`src/rtl/bcd2binary_seq_if.sv`:
```
// Handshake and data bundle between the calculator control FSM (master)
// and the sequential BCD-to-binary converter (slave).
interface bcd2binary_seq_if #(
    parameter int DIGITS = 4,
    parameter int BIN_W  = 14
);
    logic                  start;
    logic [4*DIGITS-1:0]   bcd_in;
    logic [BIN_W-1:0]      binary;
    logic                  busy;
    logic                  done;
    logic                  err;

    modport master (
        output start,
        output bcd_in,
        input  binary,
        input  busy,
        input  done,
        input  err
    );

    modport slave (
        input  start,
        input  bcd_in,
        output binary,
        output busy,
        output done,
        output err
    );
endinterface

```
`src/rtl/bcd2binary_seq.sv`:
```
// Reverse double-dabble BCD-to-binary converter, one result bit per clock.
// Optional digit validity check enabled by defining BCD2BIN_DIGIT_CHECK_EN.
module bcd2binary_seq #(
    parameter int DIGITS = 4,
    parameter int BIN_W  = 14
) (
    input  logic             clk,
    input  logic             rst,
    bcd2binary_seq_if.slave  bus
);
    localparam int BCD_W = 4 * DIGITS;
    localparam int W_W   = BCD_W + BIN_W;
    localparam int CNT_W = (BIN_W > 1) ? $clog2(BIN_W) : 1;

    localparam logic [0:0] ST_IDLE = 1'b0;
    localparam logic [0:0] ST_CONV = 1'b1;

    logic [0:0]       state_q, state_d;
    logic [W_W-1:0]   w_q, w_d;
    logic [CNT_W-1:0] cnt_q, cnt_d;
    logic [BIN_W-1:0] binary_q, binary_d;
    logic             busy_q, busy_d;
    logic             done_q, done_d;

    logic [W_W-1:0]   shifted_w;
    logic [W_W-1:0]   step_w;

    // One iteration: shift the whole work register right, then pull every
    // BCD digit that crossed 8 back down by 3 (undoes the doubling carry).
    assign shifted_w             = {1'b0, w_q[W_W-1:1]};
    assign step_w[BIN_W-1:0]     = shifted_w[BIN_W-1:0];

    generate
        for (genvar gi = 0; gi < DIGITS; gi++) begin : g_digit_adj
            logic [3:0] dig;
            assign dig = shifted_w[BIN_W + 4*gi +: 4];
            assign step_w[BIN_W + 4*gi +: 4] = (dig >= 4'd8) ? (dig - 4'd3) : dig;
        end
    endgenerate

`ifdef BCD2BIN_DIGIT_CHECK_EN
    logic             err_q, err_d;
    logic [DIGITS-1:0] digit_bad;
    logic             any_bad;

    generate
        for (genvar gi = 0; gi < DIGITS; gi++) begin : g_digit_chk
            assign digit_bad[gi] = (bus.bcd_in[4*gi +: 4] > 4'd9);
        end
    endgenerate

    assign any_bad = |digit_bad;
`endif

    always_comb begin
        state_d  = state_q;
        w_d      = w_q;
        cnt_d    = cnt_q;
        binary_d = binary_q;
        busy_d   = busy_q;
        done_d   = 1'b0;
`ifdef BCD2BIN_DIGIT_CHECK_EN
        err_d    = err_q;
`endif
        case (state_q)
            ST_IDLE: begin
                if (bus.start) begin
`ifdef BCD2BIN_DIGIT_CHECK_EN
                    if (any_bad) begin
                        // Reject immediately: no conversion, result forced to 0.
                        binary_d = '0;
                        err_d    = 1'b1;
                        done_d   = 1'b1;
                    end else begin
                        err_d    = 1'b0;
                        w_d      = {bus.bcd_in, {BIN_W{1'b0}}};
                        cnt_d    = '0;
                        busy_d   = 1'b1;
                        state_d  = ST_CONV;
                    end
`else
                    w_d     = {bus.bcd_in, {BIN_W{1'b0}}};
                    cnt_d   = '0;
                    busy_d  = 1'b1;
                    state_d = ST_CONV;
`endif
                end
            end
            ST_CONV: begin
                w_d   = step_w;
                cnt_d = cnt_q + 1'b1;
                if (cnt_q == CNT_W'(BIN_W - 1)) begin
                    binary_d = step_w[BIN_W-1:0];
                    done_d   = 1'b1;
                    busy_d   = 1'b0;
                    state_d  = ST_IDLE;
                end
            end
            default: begin
                state_d = ST_IDLE;
                busy_d  = 1'b0;
            end
        endcase
    end

    always_ff @(posedge clk) begin
        if (rst) begin
            state_q  <= ST_IDLE;
            w_q      <= '0;
            cnt_q    <= '0;
            binary_q <= '0;
            busy_q   <= 1'b0;
            done_q   <= 1'b0;
`ifdef BCD2BIN_DIGIT_CHECK_EN
            err_q    <= 1'b0;
`endif
        end else begin
            state_q  <= state_d;
            w_q      <= w_d;
            cnt_q    <= cnt_d;
            binary_q <= binary_d;
            busy_q   <= busy_d;
            done_q   <= done_d;
`ifdef BCD2BIN_DIGIT_CHECK_EN
            err_q    <= err_d;
`endif
        end
    end

    assign bus.binary = binary_q;
    assign bus.busy   = busy_q;
    assign bus.done   = done_q;
`ifdef BCD2BIN_DIGIT_CHECK_EN
    assign bus.err    = err_q;
`else
    assign bus.err    = 1'b0;
`endif
endmodule

```
`src/flat_wrapper.sv`:
```
// flat-port wrapper written by rule: the top's interface ports become plain ports
module bcd2binary_seq_flat 
#(
    parameter int DIGITS = 4,
    parameter int BIN_W  = 14
)
  (clk, rst, bus_start, bus_bcd_in, bus_binary, bus_busy, bus_done, bus_err);
  bcd2binary_seq_if #(.DIGITS(DIGITS), .BIN_W(BIN_W)) bus_i ();
  input  logic clk;
  input  logic rst;
  input wire logic [$bits(bus_i.start)-1:0] bus_start;
  input wire logic [$bits(bus_i.bcd_in)-1:0] bus_bcd_in;
  output wire logic [$bits(bus_i.binary)-1:0] bus_binary;
  output wire logic [$bits(bus_i.busy)-1:0] bus_busy;
  output wire logic [$bits(bus_i.done)-1:0] bus_done;
  output wire logic [$bits(bus_i.err)-1:0] bus_err;
  assign bus_i.start = bus_start;
  assign bus_i.bcd_in = bus_bcd_in;
  assign bus_binary = bus_i.binary;
  assign bus_busy = bus_i.busy;
  assign bus_done = bus_i.done;
  assign bus_err = bus_i.err;
  bcd2binary_seq #(.DIGITS(DIGITS), .BIN_W(BIN_W)) u_core (.clk(clk), .rst(rst), .bus(bus_i));
endmodule
```
`config.mk`:
```
export PLATFORM = sky130hd
export DESIGN_NAME = bcd2binary_seq_flat
export DESIGN_NICKNAME = d
export VERILOG_FILES = /design/src/rtl/bcd2binary_seq_if.sv /design/src/rtl/bcd2binary_seq.sv /design/src/flat_wrapper.sv
export SDC_FILE = /design/constraint.sdc
export NUM_CORES = 1
export LEC_CHECK = 0
export CORE_AREA = 2 2 65 79
export CTS_BUF_LIST = sky130_fd_sc_hd__clkbuf_8
export CTS_CLUSTER_DIAMETER = 60
export CTS_CLUSTER_SIZE = 25
export DETAILED_ROUTE_END_ITERATION = 6
export DIE_AREA = 0 0 67 81
export HOLD_SLACK_MARGIN = 0.12
export PLACE_DENSITY = 0.75
export SYNTH_ARGS = -nofsm -noshare
export SYNTH_HDL_FRONTEND = slang
export SYNTH_SLANG_ARGS = --single-unit
export TNS_END_PERCENT = 1
```
`constraint.sdc`:
```
create_clock -name clk -period 1.3 [get_ports clk]
set_input_delay 0.26 -clock clk [delete_from_list [all_inputs] [get_ports clk]]
set_output_delay 0.26 -clock clk [all_outputs]
set_load 0.05 [all_outputs]
```
==> results of run 1 <==
==> metrics by stage <==
| stage | hold WS, ns | std cells | util (%) |
|---|---|---|---|
| 2_1_floorplan | 0.4400 | 224 | - |
| 3_3_place_gp | 0.4473 | 316 | 59.09 |
| 3_5_place_dp | 0.4692 | 316 | 59.09 |
| 4_1_cts | 0.4903 | 327 | 63.21 |
| 5_1_grt | 0.5170 | 329 | 64.39 |
| 6_report | 0.4842 | 329 | 64.39 |
==> flip-flops by register name, summed over array words and instances, names as in the netlist <==
name / cells
u_core.bus.busy: 1
u_core.state_q: 1
u_core.cnt_q: 4
u_core.bus.binary: 14
u_core.w_q: 29
u_core.bus.done: 1
==> layer usage <==
metal  global-route usage [%]  vias up
met1                    20.71      850
met3                    3.740        6
met2                    32.67       33
met4                    5.306        0
li1                         -      870
met5                        0        -
==> where the power goes <==
group          internal (W)  switching [W]
clock              0.000616       0.000487
sequential          0.00158      0.0000539
combinational      0.000219       0.000190
total               0.00241       0.000731
==> synth_stat cells, types with 2 or more instances <==
master / number
a211oi_1: 18
a21oi_1: 18
a22o_1: 5
a22o_2: 9
buf_2: 6
buf_4: 7
buf_6: 2
clkbuf_1: 4
dfxtp_1: 50
ha_1: 8
inv_1: 7
mux2_2: 3
mux2i_1: 11
nand2_1: 3
nor2_1: 23
nor2b_1: 16
nor3_1: 2
nor3b_1: 13
o21ai_0: 2
o22a_1: 3
xnor2_1: 6
==> repair_timing <==
action                                 in CTS  in global routing
buffers inserted                            3                  2
endpoints found under the hold margin       0                  0
pin swaps                                  11                  2
gates cloned                                1                  0
setup endpoints to repair                  17                 45
gates resized for setup                    11                  8
==> placed cells by master (no fill, tap or decap), types with 2 or more instances in the layout <==
cell / synthesis / routed
a211oi_1: 18 / 18
a21oi_1: 18 / 18
a22o_1: 5 / 5
a22o_2: 9 / 4
a22o_4: 0 / 5
buf_12: 0 / 18
buf_4: 7 / 14
buf_6: 2 / 6
clkbuf_8: 0 / 6
clkdlybuf4s50_1: 0 / 17
dfxtp_1: 50 / 47
dfxtp_2: 0 / 2
ha_1: 8 / 7
inv_1: 7 / 6
mux2_2: 3 / 3
mux2i_1: 11 / 11
nand2_1: 3 / 3
nor2_1: 23 / 22
nor2b_1: 16 / 15
nor3_1: 2 / 2
nor3b_1: 13 / 13
o22a_1: 3 / 3
xnor2_1: 6 / 6
==> cell type report <==
class | count | area (µm²) | area share [%]
multi-input combinational | 148 | 1116 | 36.38
timing repair buffer | 57 | 730.7 | 23.82
sequential | 50 | 1007 | 32.83
clock buffer | 6 | 82.58 | 2.692
inverter | 7 | 26.28 | 0.8564
clock inverter | 1 | 30.03 | 0.9788
tap | 60 | 75.07 | 2.447
==> worst max-delay path, stage by stage (launching register included) <==
cell     delay, ns
dfxtp_2       0.33
inv_2         0.07
ha_4          0.12
nand4_1       0.13
nor2b_4       0.19
buf_6         0.13
a22o_4        0.23
==> logic make-up (layout without fill, tap and decap cells) <==
logic type | Yosys count | in the layout | share of synthesized area [%]
flip-flops | 50 | 50 | 45.53
other | 1 | 1 | 0.1706
AO/OA/AOI/OAI | 58 | 58 | 19.12
buffers and inverters | 26 | 71 | 6.659
AND/OR/NAND/NOR | 61 | 61 | 15.03
XOR/XNOR | 6 | 6 | 2.390
multiplexers | 14 | 14 | 6.545
adder cells (fa/ha/maj) | 8 | 8 | 4.553
==> worst paths after layout <==
path                   startpoint               endpoint  slack (ns)  cells after the start
setup / recovery  u_core.cnt_q[1]   u_core.bus.binary[7]       -0.01                      6
hold / removal     u_core.w_q[12]  u_core.bus.binary[11]        0.48                      1
setup reg to reg  u_core.cnt_q[1]   u_core.bus.binary[7]       -0.01                      6
hold reg to reg    u_core.w_q[12]  u_core.bus.binary[11]        0.48                      1
==> out/metrics.csv, run 1 <==
stage;metric;value;unit
global_route;Total GRT Usage;17.92;%
floorplanning;Row Count;28;
logic_synthesis;Area contributors post-synth;dfxtp_1, a211oi_1, mux2i_1, ha_1, nor2b_1;
power;Leak Pwr;1.197;nW
logic_synthesis;Yosys warnings;0;
logic_synthesis;sequential area share after synthesis;45.53;%
global_route;vias in the first global route;1600;
route;drt first-iter violations;59;
route;routed length per instance;13.60;µm
floorplanning;Starting Density;46.14;%
run_status;failing checks;negative setup slack;
logic_synthesis;Post-Syn Instances;224;
logic_synthesis;fraction of registers with async set/reset;0;%
run;max_cap viols;0;
power;Tot Pwr;0.003144;W
sta;RSZ-0062 raised after global routing;yes;
place;Post-DP Area;2815;µm²
logic_synthesis;synthesized area;2198;µm²
place;Detail Placement HPWL;2997;µm
power;Pwr Density;1025;nW/µm²
logic_synthesis;Synth area leader;dfxtp_1;
final_layout;Final Instance Area;3068;µm²
route;Routed met3 length;132;µm
route;ANT nets after route;0;
route;drt pass-1 iters;4;
logic_synthesis;syn nets;251;
final_layout;# fillers;398;
setup_path;critical path class;flip-flop to flip-flop;
sta;min cycle time layout;1.315;ns
setup_path;CP Data Required Time;1.49;ns
place;dpl ws;-0.4809;ns
final_layout;share of cells above drive strength 1;24.16;%
clock_network;clk sinks;50;
logic_synthesis;Yosys top cell area share;45.53;%
power;Max rail drop VDD;634.8;µV
logic_synthesis;Yosys cell types;29;
sta;max-slew violation count;0;
sta;# setup viols final;5;
run_status;status;complete, but fails checks;
setup_path;Crit. End Element;flip-flop;
route;DRT met1 WL;1866;µm
clock_network;hold_buf cts;0;
logic_synthesis;syn avg cell area;9.814;µm²
sta;Final Worst Setup Slack;-0.01477;ns
sta;Setup TNS Final;-0.02921;ns
global_route;antenna violations before repair;0;
clock_network;CTS tree;built;
floorplanning;chip height;81;µm
route;DRC Markers;0;
clock_network;clock slew at reported path FFs;0.09;ns
floorplanning;full die area;5427;µm²
sta;clk_skew;0.008217;ns
min_path;Hold Path Class;flip-flop to flip-flop;
global_route;aggregate global routing overflow;0;
setup_path;CP Launch Type;flip-flop;
clock_network;latest clock arrival within the worst-skew pair;0.30;ns
route;final WL;4475;µm
logic_synthesis;Synth Register Bits;50;
clock_network;H-tree levels;2;
floorplanning;die width;67;µm
sta;Final period util;101.1;%
route;highest metal used;met4;
global_route;first-pass GRT wire length;7431;µm
route;via count;1759;
place;port bufs;34;
clock_network;clk root buf;clkbuf_8;
place;GPL Wtd Cong;0.7455;
route;vias per cell;5.347;
sta;Final Hold Vio Count;0;
logic_synthesis;ys flop type;dfxtp_1;
final_layout;final-stage net count;296;
logic_synthesis;EDFF count, synth;0;
route;DR WL met2;2420;µm
clock_network;CTS max path bufs;2;
sta;max frequency;0.7606;GHz
final_layout;Area Overhead vs Synth;39.56;%
global_route;pin count of the biggest net entering global routing;28;
setup_path;Arrival @ worst endpoint;1.51;ns
clock_network;total CTS buffers;5;
final_layout;Antenna Cells;0;
setup_path;CP Max Fanout;6;
floorplanning;count of boundary I/O pins;36;
floorplanning;core area;4765;µm²
No activity file was read; power rests on OpenSTA's default activity.
==> run 2, diff against run 1 <==
- CORE_AREA: 2 2 65 79 -> 2 2 66 80
- CTS_BUF_LIST: sky130_fd_sc_hd__clkbuf_8 -> default
- DIE_AREA: 0 0 67 81 -> 0 0 68 82
- PLACE_DENSITY: 0.75 -> 0.73
==> out/metrics.csv, run 2 (synthesized netlist as in run 1, its figures left out) <==
stage;metric;value;unit;change
sta;# setup viols final;15;;+10
power;NetSw;0.0007102;W;-2.8%
setup_path;crit-path cells;inv_2, ha_4, nand4_1, nor2b_4, buf_8, a22o_2;;
final_layout;Antenna Cells;0;;unchanged
power;Pwr Density;1005;nW/µm²;-2.0%
setup_path;CP max stage cell;dfxtp_2;;
run_status;status;complete, but fails checks;;
final_layout;max FFs per register;29;;unchanged
place;GPL Wtd Cong;0.7371;;-1.1%
route;final WL;4076;µm;-8.9%
power;clock power share;32.4;%;-2.7 points
sta;min cycle time layout;1.341;ns;+0.02573 ns
setup_path;CP max stage delay;0.33;ns;about the same
sta;Final period util;103.1;%;+2.0 points
sta;clk_skew;0.002644;ns;-0.005573 ns
clock_network;CTS max path bufs;2;;unchanged
floorplanning;Row Count;28;;unchanged
clock_network;clock slew at reported path FFs;0.08;ns;about the same
sta;max-slew violation count;0;;unchanged
global_route;Total GRT Usage;15.93;%;-2.0 points
setup_path;CP Max Fanout;7;;+1
sta;Setup TNS Final;-0.3098;ns;-0.2806 ns
power;Max rail drop VDD;819.4;µV;+29%
route;DRC Markers;0;;unchanged
place;dpl ws;-0.5281;ns;-0.04724 ns
floorplanning;full die area;5576;µm²;+2.7%
sta;RSZ-0062 raised after global routing;yes;;
setup_path;CP Data Required Time;1.49;ns;about the same
setup_path;FF-to-FF path depth;6;;unchanged
place;Detail Placement HPWL;2718;µm;-9.3%
setup_path;FF-to-FF End;u_core.bus.binary[12];;
setup_path;Crit. End Element;flip-flop;;
route;via count;1677;;-4.7%
setup_path;Arrival @ worst endpoint;1.53;ns;+0.02 ns
place;port bufs;34;;unchanged
run_status;failing checks;negative setup slack;;
setup_path;critical path class;flip-flop to flip-flop;;
final_layout;Top reg by flops;u_core.w_q;;
global_route;vias in the first global route;1580;;-1.3%
sta;max frequency;0.7460;GHz;-1.9%
route;routed length per instance;12.50;µm;-8.1%
power;switching share of power;23.66;%;+0.41 points
route;vias per cell;5.144;;-3.8%
power;Gate power share;13.3;%;+0.3 points
min_path;Hold Crit Depth;1;;unchanged
floorplanning;chip height;82;µm;+1.2%
route;ANT nets after route;0;;unchanged
floorplanning;core area;4835;µm²;+1.5%
setup_path;CP Launch Type;flip-flop;;
sta;Final Worst Setup Slack;-0.04050;ns;-0.02573 ns
power;Tot Pwr;0.003002;W;-4.5%
setup_path;CP Depth;6;;unchanged
route;drt pass-1 iters;4;;unchanged
final_layout;share of cells above drive strength 1;22.56;%;-1.6 points
clock_network;H-tree levels;2;;unchanged
power;Leak Pwr;1.148;nW;-4.2%
setup_path;r2r startpoint;u_core.cnt_q[1];;
clock_network;CTS tree;built;;
global_route;pin count of the biggest net entering global routing;65;;+130%
setup_path;Reg2Reg Setup Slack;-0.04;ns;-0.03 ns
min_path;Hold Path Class;flip-flop to flip-flop;;
setup_path;WP buf/inv;2;;unchanged
floorplanning;die width;68;µm;+1.5%
power;Int Pwr;0.002292;W;-5.0%
clock_network;clk sinks;50;;unchanged
clock_network;latest clock arrival within the worst-skew pair;0.30;ns;about the same
clock_network;clk root buf;clkbuf_8;;
min_path;Hold Crit Start;u_core.w_q[1];;
sta;Final Hold Vio Count;0;;unchanged
global_route;aggregate global routing overflow;0;;unchanged
floorplanning;Starting Density;45.47;%;-0.67 points
setup_path;cell family with most CP delay;flip-flops;;
final_layout;final-stage net count;292;;-1.4%
final_layout;Area Overhead vs Synth;35.91;%;
route;drt first-iter violations;93;;+58%
clock_network;total CTS buffers;5;;unchanged
run;max_cap viols;0;;unchanged
global_route;first-pass GRT wire length;6831;µm;-8.1%
final_layout;fin util;61.80;%;-2.6 points
min_path;hold endpoint;u_core.bus.binary[0];;
global_route;antenna violations before repair;0;;unchanged
final_layout;commonest non-fill, non-tap cell in the layout;dfxtp_1;;
sta;final hold slack;0.4745;ns;-0.009688 ns
power;register share of total power;54.4;%;+2.5 points
final_layout;most frequent cells in the layout;dfxtp_1, nor2_1, a21oi_1, a211oi_1, buf_12;;
floorplanning;count of boundary I/O pins;36;;unchanged
==> run 2: worst max-delay path by stage <==
stage,from,slack (ns),end
finish,u_core.cnt_q[1],-0.04,u_core.bus.binary[12]
global route,u_core.cnt_q[1],-0.12,u_core.bus.binary[0]
CTS,u_core.cnt_q[1],-0.07,u_core.bus.busy
detailed placement,rst,-0.53,u_core.bus.binary[12]
global placement,rst,-0.49,u_core.bus.binary[7]
floorplan,u_core.cnt_q[1],-0.005,u_core.bus.binary[2]
==> run 2: final cells by class <==
class                           count  area [µm²]
Fill cell                         418        1847
Multi-Input combinational cell    148        1079
Sequential cell                    50        1007
Timing Repair Buffer               53       699.4
Clock buffer                        8       101.3
Tap cell                           60       75.07
Inverter                            7       26.28
==> run 2: metal layers <==
metal / wire length, µm / up-vias / track usage, %
met5: 0 / - / 0
met4: 61 / 0 / 5.400
met2: 2145 / 34 / 28.16
met1: 1737 / 777 / 18.58
met3: 131 / 5 / 3.699
li1: - / 861 / -
==> run 2: power groups by stage <==
stage / clock [W] / combinational [W] / sequential [W]
final: 0.000972 / 0.000399 / 0.00163
after global routing: 0.00106 / 0.000446 / 0.00164
after CTS: 0.00101 / 0.000378 / 0.00163
after detailed placement: 0 / 0.000373 / 0.00167
after global placement: 0 / 0.000360 / 0.00167
after floorplan: 0 / 0.000252 / 0.00166
==> run 2: worst register-to-register path, cell delays in order, from the launching register on <==
cell	delay (ns)
dfxtp_2	0.33
inv_2	0.07
ha_4	0.12
nand4_1	0.14
nor2b_4	0.20
buf_8	0.14
a22o_2	0.24
==> run 2: repair_timing <==
action	CTS	global route
endpoints found under the setup margin	22	30
pin swaps	8	3
resized for setup	4	8
hold buffers	0	0
buffers inserted	0	4
cloned	0	1
==> run 2: stage by stage <==
step | cell area [µm²] | cells
detailed placement | 2793 | 313
global placement | 2793 | 313
global route | 2988 | 326
finish | 2988 | 326
CTS | 2910 | 321
floorplan | 2218 | 224
==> run 3, diff against run 2 <==
- CORE_AREA: 2 2 66 80 -> 2 2 61 74
- DIE_AREA: 0 0 68 82 -> 0 0 63 76
- DONT_BUFFER_PORTS: default -> 1
- PLACE_DENSITY: 0.73 -> 0.72
==> out/metrics.csv, run 3 (synthesized netlist as in run 1, its figures left out) <==
stage;metric;value;unit;change
setup_path;CP max stage cell;dfxtp_2;;
final_layout;# fillers;380;;-9.1%
route;final WL;3808;µm;-6.6%
setup_path;CP max stage delay;0.33;ns;about the same
setup_path;CP Max Fanout;14;;+7
sta;max-slew violation count;0;;unchanged
setup_path;CP Launch Type;flip-flop;;
setup_path;Crit. End Element;flip-flop;;
setup_path;Arrival @ worst endpoint;1.43;ns;-0.10 ns
setup_path;critical path class;flip-flop to flip-flop;;
global_route;first-pass GRT wire length;6686;µm;-2.1%
global_route;pin count of the biggest net entering global routing;43;;-34%
final_layout;final-stage net count;265;;-9.2%
global_route;antenna violations before repair;0;;unchanged
clock_network;CTS max path bufs;2;;unchanged
place;port bufs;0;;-100%
route;drt first-iter violations;53;;-43%
min_path;Hold Crit Start;bus_start;;
place;Detail Placement HPWL;2550;µm;-6.2%
global_route;aggregate global routing overflow;0;;unchanged
clock_network;clk root buf;clkbuf_8;;
final_layout;Area Overhead vs Synth;13.89;%;
route;drt pass-1 iters;4;;unchanged
place;GPL Wtd Cong;0.7631;;+3.5%
floorplanning;Row Count;26;;-7.1%
run_status;status;completed;;
floorplanning;Starting Density;53.21;%;+7.7 points
floorplanning;count of boundary I/O pins;36;;unchanged
setup_path;Reg2Reg Setup Slack;0.06;ns;+0.10 ns
clock_network;latest clock arrival within the worst-skew pair;0.29;ns;about the same
final_layout;Final Non-Filler Cells;294;;-9.8%
route;DRC Markers;0;;unchanged
sta;min cycle time layout;1.244;ns;-0.09653 ns
sta;Final Hold Vio Count;0;;unchanged
floorplanning;full die area;4788;µm²;-14%
sta;max frequency;0.8039;GHz;+7.8%
final_layout;Top reg by flops;u_core.w_q;;
route;via count;1592;;-5.1%
clock_network;CTS tree;built;;
place;placed insts;285;;-8.9%
sta;clk_skew;0.007688;ns;+0.005044 ns
min_path;Hold Path Class;primary input to flip-flop;;
floorplanning;core area;4131;µm²;-15%
clock_network;clock slew at reported path FFs;0.08;ns;about the same
setup_path;crit-path cells;inv_2, ha_4, nand4_1, nor2b_4, buf_12, a22o_2;;
setup_path;CP Data Required Time;1.48;ns;about the same
floorplanning;chip height;76;µm;-7.3%
sta;final hold slack;0.1459;ns;-0.3286 ns
global_route;Total GRT Usage;17.04;%;+1.1 points
final_layout;Final Instance Area;2504;µm²;-16%
route;vias per cell;5.415;;+5.3%
place;Post-DP Area;2375;µm²;-15%
final_layout;max FFs per register;29;;unchanged
final_layout;share of cells above drive strength 1;20.59;%;-2.0 points
run;max_cap viols;0;;unchanged
final_layout;Antenna Cells;0;;unchanged
sta;# setup viols final;0;;-15
setup_path;Critical path origin;u_core.cnt_q[1];;
final_layout;most frequent cells in the layout;dfxtp_1, nor2_1, buf_4;;
setup_path;r2r startpoint;u_core.cnt_q[1];;
sta;RSZ-0062 raised after global routing;yes;;
clock_network;total CTS buffers;5;;unchanged
global_route;vias in the first global route;1492;;-5.6%
sta;Final period util;95.69;%;-7.4 points
route;ANT nets after route;0;;unchanged
final_layout;fin util;60.60;%;-1.2 points
clock_network;H-tree levels;2;;unchanged
route;routed length per instance;12.95;µm;+3.6%
floorplanning;die width;63;µm;-7.4%
power;Pwr Density;1120;nW/µm²;+11%
final_layout;commonest non-fill, non-tap cell in the layout;dfxtp_1;;
clock_network;clk sinks;50;;unchanged
power;Leak Pwr;0.9750;nW;-15%
power;Max rail drop VDD;593.2;µV;-28%
==> run 3: changes by cell type in the layout (fill, tap and decap cells not counted), sizes merged <==
cell,delta
clkdlybuf4s50,-17
buf,-9
dlymetal6s2s,-1
clkbuf,-2
dlygate4sd3,+1
==> run 3: worst paths after layout <==
check,endpoint,cells after the start
max,u_core.bus.binary[1],6
min,u_core.state_q,2
max reg2reg,u_core.bus.binary[1],6
min reg2reg,u_core.bus.binary[0],1
==> run 3: per-stage QoR <==
stage               setup slack, ns  total power [W]  setup TNS [ns]
floorplan                 -0.004781         0.001913        -0.01913
global placement            0.05547         0.001924               0
detailed placement          0.02430         0.001935               0
CTS                        0.002855         0.002828               0
global route               -0.01204         0.002944        -0.03309
finish                      0.05603         0.002803               0
==> run 3: cell type report <==
class,instances,area [µm²],area share [%]
inverters,7,26.28,1.049
clock buffers,7,86.33,3.448
repair buffers,26,235.2,9.395
flip-flops and latches,50,1007,40.23
multi-input cells,148,1079,43.08
well taps,56,70.07,2.799
==> run 3: repair_timing <==
| action | in CTS | in global routing |
|---|---|---|
| endpoints found under the setup margin | 0 | 14 |
| setup buffers | 0 | 1 |
| hold buffers | 1 | 1 |
| gates resized for setup | 0 | 2 |
| hold endpoints to repair | 33 | 1 |
==> run 3: metal layers <==
metal / track usage (%) / part of all wire (%) / vias up
met2: 30.11 / 52 / 33
met1: 19.32 / 43 / 750
met3: 5.318 / 4.1 / 2
met5: 0 / 0 / -
met4: 5.333 / 0.50 / 0
li1: - / - / 807
==> run 3: power breakdown <==
part,leakage (nW),switching [W],internal [W],total [W]
combinational,0.523,0.000145,0.000146,0.000291
sequential,0.408,0.0000535,0.00158,0.00163
clock,0.0443,0.000458,0.000423,0.000881
total,0.975,0.000657,0.00215,0.00280
==> run 3: critical path: cells and delay by family, from the launching register on <==
kind                     cells  cell delay [ns]
flip-flops                   1             0.33
AND/OR/NAND/NOR              2             0.25
AO/OA/AOI/OAI                1             0.25
buffers and inverters        2             0.20
adder cells (fa/ha/maj)      1             0.11
